File: src/rtl/if_stage.sv
// Instruction-fetch stage: PC register, IF/ID pipeline register, HALT handling.
// Optional fetch counter port enabled by defining IF_FETCH_CNT_EN.
module if_stage #(
    parameter int                  PC_W       = 11,
    parameter int                  INSTR_W    = 32,
    parameter logic [PC_W-1:0]     RESET_PC   = '0,
    parameter logic [INSTR_W-1:0]  HALT_INSTR = '1
) (
    input  logic               clk,
    input  logic               reset,
    input  logic               stall,
    input  logic               branch_taken,
    input  logic [PC_W-1:0]    branch_target,
    input  logic [INSTR_W-1:0] imem_data,
    output logic [PC_W-1:0]    pc,
    output logic [INSTR_W-1:0] if_id_instr,
    output logic [PC_W-1:0]    if_id_pc_plus1,
    output logic               if_id_valid,
    output logic               halted
`ifdef IF_FETCH_CNT_EN
    ,
    output logic [15:0]        fetch_count
`endif
);

    typedef enum logic {
        RUN  = 1'b0,
        HALT = 1'b1
    } state_e;

    state_e             state;
    state_e             state_nxt;
    logic [PC_W-1:0]    pc_nxt;
    logic [PC_W-1:0]    pc_inc;
    logic [INSTR_W-1:0] instr_nxt;
    logic [PC_W-1:0]    pp1_nxt;
    logic               valid_nxt;

    // pc+1 wraps naturally within PC_W bits
    assign pc_inc = pc + PC_W'(1);
    assign halted = (state == HALT);

    // Register update: reset restores everything, else take next values
    always_ff @(posedge clk) begin
        if (reset) begin
            state          <= RUN;
            pc             <= RESET_PC;
            if_id_instr    <= '0;
            if_id_pc_plus1 <= '0;
            if_id_valid    <= 1'b0;
        end else begin
            state          <= state_nxt;
            pc             <= pc_nxt;
            if_id_instr    <= instr_nxt;
            if_id_pc_plus1 <= pp1_nxt;
            if_id_valid    <= valid_nxt;
        end
    end

    // Next state: branch redirect beats stall, stall beats normal fetch
    always_comb begin
        state_nxt = state;
        pc_nxt    = pc;
        instr_nxt = if_id_instr;
        pp1_nxt   = if_id_pc_plus1;
        valid_nxt = if_id_valid;
        if (branch_taken) begin
            state_nxt = RUN;
            pc_nxt    = branch_target;
            instr_nxt = '0;
            pp1_nxt   = '0;
            valid_nxt = 1'b0;
        end else if (!stall) begin
            unique case (state)
                RUN: begin
                    instr_nxt = imem_data;
                    pp1_nxt   = pc_inc;
                    valid_nxt = 1'b1;
                    if (imem_data == HALT_INSTR) begin
                        state_nxt = HALT;
                    end else begin
                        pc_nxt = pc_inc;
                    end
                end
                HALT: begin
                    instr_nxt = '0;
                    valid_nxt = 1'b0;
                end
                default: begin
                    state_nxt = RUN;
                end
            endcase
        end
    end

`ifdef IF_FETCH_CNT_EN
    // Count edges that load a real instruction into IF/ID
    always_ff @(posedge clk) begin
        if (reset) begin
            fetch_count <= '0;
        end else if (!branch_taken && !stall && state == RUN) begin
            fetch_count <= fetch_count + 16'd1;
        end
    end
`endif

endmodule

File: config.mk
export PLATFORM = sky130hd
export DESIGN_NAME = if_stage
export DESIGN_NICKNAME = d
export VERILOG_FILES = /design/src/rtl/if_stage.sv
export SDC_FILE = /design/constraint.sdc
export NUM_CORES = 1
export LEC_CHECK = 0
export ABC_AREA = 1
export CAP_MARGIN = 25
export CORE_MARGIN = 4
export CORE_UTILIZATION = 35
export CTS_CLUSTER_SIZE = 12
export DETAILED_ROUTE_END_ITERATION = 6
export GPL_ROUTABILITY_DRIVEN = 0
export GPL_TIMING_DRIVEN = 0
export PLACE_DENSITY = 0.76
export SYNTH_ARGS = -nofsm -noshare
export SYNTH_HDL_FRONTEND = slang
export SYNTH_SLANG_ARGS = --single-unit
export TNS_END_PERCENT = 5
File: constraint.sdc
create_clock -name clk -period 1.33 [get_ports clk]
set_clock_uncertainty 0.1 [all_clocks]
set_input_delay 0.1995 -clock clk [delete_from_list [all_inputs] [get_ports clk]]
set_output_delay 0.1995 -clock clk [all_outputs]
set_load 0.1 [all_outputs]
==> reports/results.tsv <==
metric	value	unit
dpl.cell_count	552	
grt_first_pass_wirelength	11.39	mm
yosysSeqAreaShare	45.39	%
violations	negative setup slack	
final-instance-count-excl-fill	563	
grt.met1_usage	21.66	%
ios	103	
fin_util	53.21	%
synth.top_cells.by_area	dfxtp_1 45%, nand2_1 22%, a21oi_1 9.1%	
placed_cell_area	3646	µm²
vias	2631	
cts_made_buffers	5	
layout.nets	514	
required	1.46	ns
layout_setup_ws	-0.1057	ns
final_area	3635	µm²
grt_pass1_vias	2419	
antenna_cells	0	
hold_buffers	0	
drive_gt1_share	24.41	%
startpoint_type	register	
path_class	reg -> reg	
die_h	92.01	µm
max-cap-violations	0	
peakVddDrop	0.4538	mV
worstReg2RegStart	pc[0]	
multi_input_area	1245	µm²
crit_end	pc[5]	
met3_usage	3.527	%
globalRouteMet2Util	28.04	%
synthesis.nets	404	
core	6832	µm²
synth_ff_type	dfxtp_1	
status	finished, violations left	
die_w	92.01	µm
yosys.area.top_type_share	45.39	%
clockBufferDepth	2	
ant_nets	0	
slew_headroom	63.89	%
drt_iter0_drc	105	
antenna_found_initial	0	
hp-class	in -> reg	
htree_levels	2	
synth_cell_types	23	
syn_area_per_cell	6.938	µm²
cts_tree	built	
setup_violations	8	
area_growth	47.16	%
synth.cell_area	2470	µm²
grt_setup_unrepaired	true	
drc_errors	0	
syn_inst	356	
hold_violations	0	
ys_ff_latch	56	
grt_use_total	16.37	%
holdWs	0.1255	ns
p_leak	1.631	nW
rr_endpoint	pc[5]	
drt_wl_total	7.176	mm
critical_path.max_fanout	6	
n_fill_cell	721	
grt_start_max_net_pins	19	
cts_root_buffer	clkbuf_8	
dpl.hpwl	5.468	mm
clkTransAtPathRegs	0.10	ns
final_max_slew_viol_count	0	
p_per_area	1032	nW/µm²
rrSetupSlack	-0.11	ns
setup_tns	-0.4037	ns
yosysWarnings	0	
max_freq	696.5	MHz
end_kind	register	
synth.most_common_cell	nand2_1	
wl_per_cell	12.75	µm
std_cell_rows	30	
dp_slack	-0.4898	ns
finalCriticalPeriod	1.436	ns
grt_overflow	0	
via_per_inst	4.673	
synthTopCellsByCount	147 x nand2_1, 56 x dfxtp_1, 45 x a21oi_1	
cts_sinks	56	
first_pass_iters	4	
reg2regPathDepth	7	
power.total	3.751	mW
regArea	1151	µm²
ys_async_sr_fraction	0	%
startpoint	pc[0]	
busiest_layer	met2	
period_share	107.9	%
port_buffers	100	
cp.arrival	1.57	ns
start_util	36.15	%
clk_latency	0.30	ns
synth_top_cell_by_area	dfxtp_1	
dieArea	8465	µm²
synth-edff-count	0	
tightest_slew	0.5417	ns
-- routing by layer --
metal / up-vias / share of wire (%)
met4: 0 / 0.26
met1: 1193 / 46
li1: 1354 / -
met3: 4 / 5.5
met5: - / 0
met2: 80 / 48
-- critical path, cell delays in order, from the launching register on --
cell	delay [ns]
dfxtp_4	0.40
buf_4	0.12
nand3_2	0.12
o21bai_1	0.17
nand2_1	0.11
o21ai_0	0.16
nand2_1	0.07
a21oi_1	0.11
-- cells in the final DEF, fill, tap and decap left out, types with 6 or more instances in the layout --
master and n:
a21oi_1 44, buf_2 9, buf_4 55, buf_6 7, clkdlybuf4s50_1 12, dfxtp_1 44
dfxtp_2 6, dfxtp_4 6, dlygate4sd2_1 32, inv_1 15, nand2_1 143, nand3_1 18
nor2_1 21, o21ai_0 10
-- area by class of cell --
type                       instances  share of cell area [%]
tap                               96                   3.305
sequential                        56                   31.67
multi-input combinational        265                   34.25
clock inverter                     3                  0.5852
buffer                            19                   2.960
inverter                          16                   1.721
timing repair buffer             103                   23.61
clock buffer                       5                   1.893
-- registers in the layout (all words and copies together), names as in the netlist --
register        cells
if_id_valid         1
halted              1
if_id_instr        32
if_id_pc_plus1     11
pc                 11
-- timing repair --
| action | CTS | global route |
|---|---|---|
| resized for setup | 375 | 14 |
| setup endpoints to repair | 100 | 51 |
| pin swaps | 14 | 3 |
| buffers inserted | 1 | 1 |
| cloned | 1 | 0 |
-- how the worst min path moves through the flow --
stage	from	endpoint	slack (ns)	cells after the start
final	stall	if_id_instr[23]	0.13	3
after global placement	if_id_instr[22]	if_id_instr[22]	0.34	2
after detailed placement	if_id_instr[22]	if_id_instr[22]	0.35	2
after CTS	stall	if_id_instr[31]	0.11	3
after global routing	stall	if_id_instr[23]	0.14	3
after floorplan	reset	pc[10]	0.15	1
-- logic make-up (layout without fill, tap and decap cells) --
logic type,count (synthesis),after routing,synth area share (%)
buffers and inverters,35,146,6.687
and+or+nand+nor,197,197,32.42
xor gates and xnor gates,3,3,1.064
AOI/OAI and AO/OA,64,64,13.93
DFF,56,56,45.39
adders and majority gates,1,1,0.5065
-- report_power, final --
part	leakage, nW	internal (mW)	switching (mW)
Sequential	0.464	1.74	0.0621
Combinational	1.12	0.279	0.731
Clock	0.0445	0.375	0.563
Total	1.63	2.39	1.36
No activity file was read; power rests on OpenSTA's default activity.
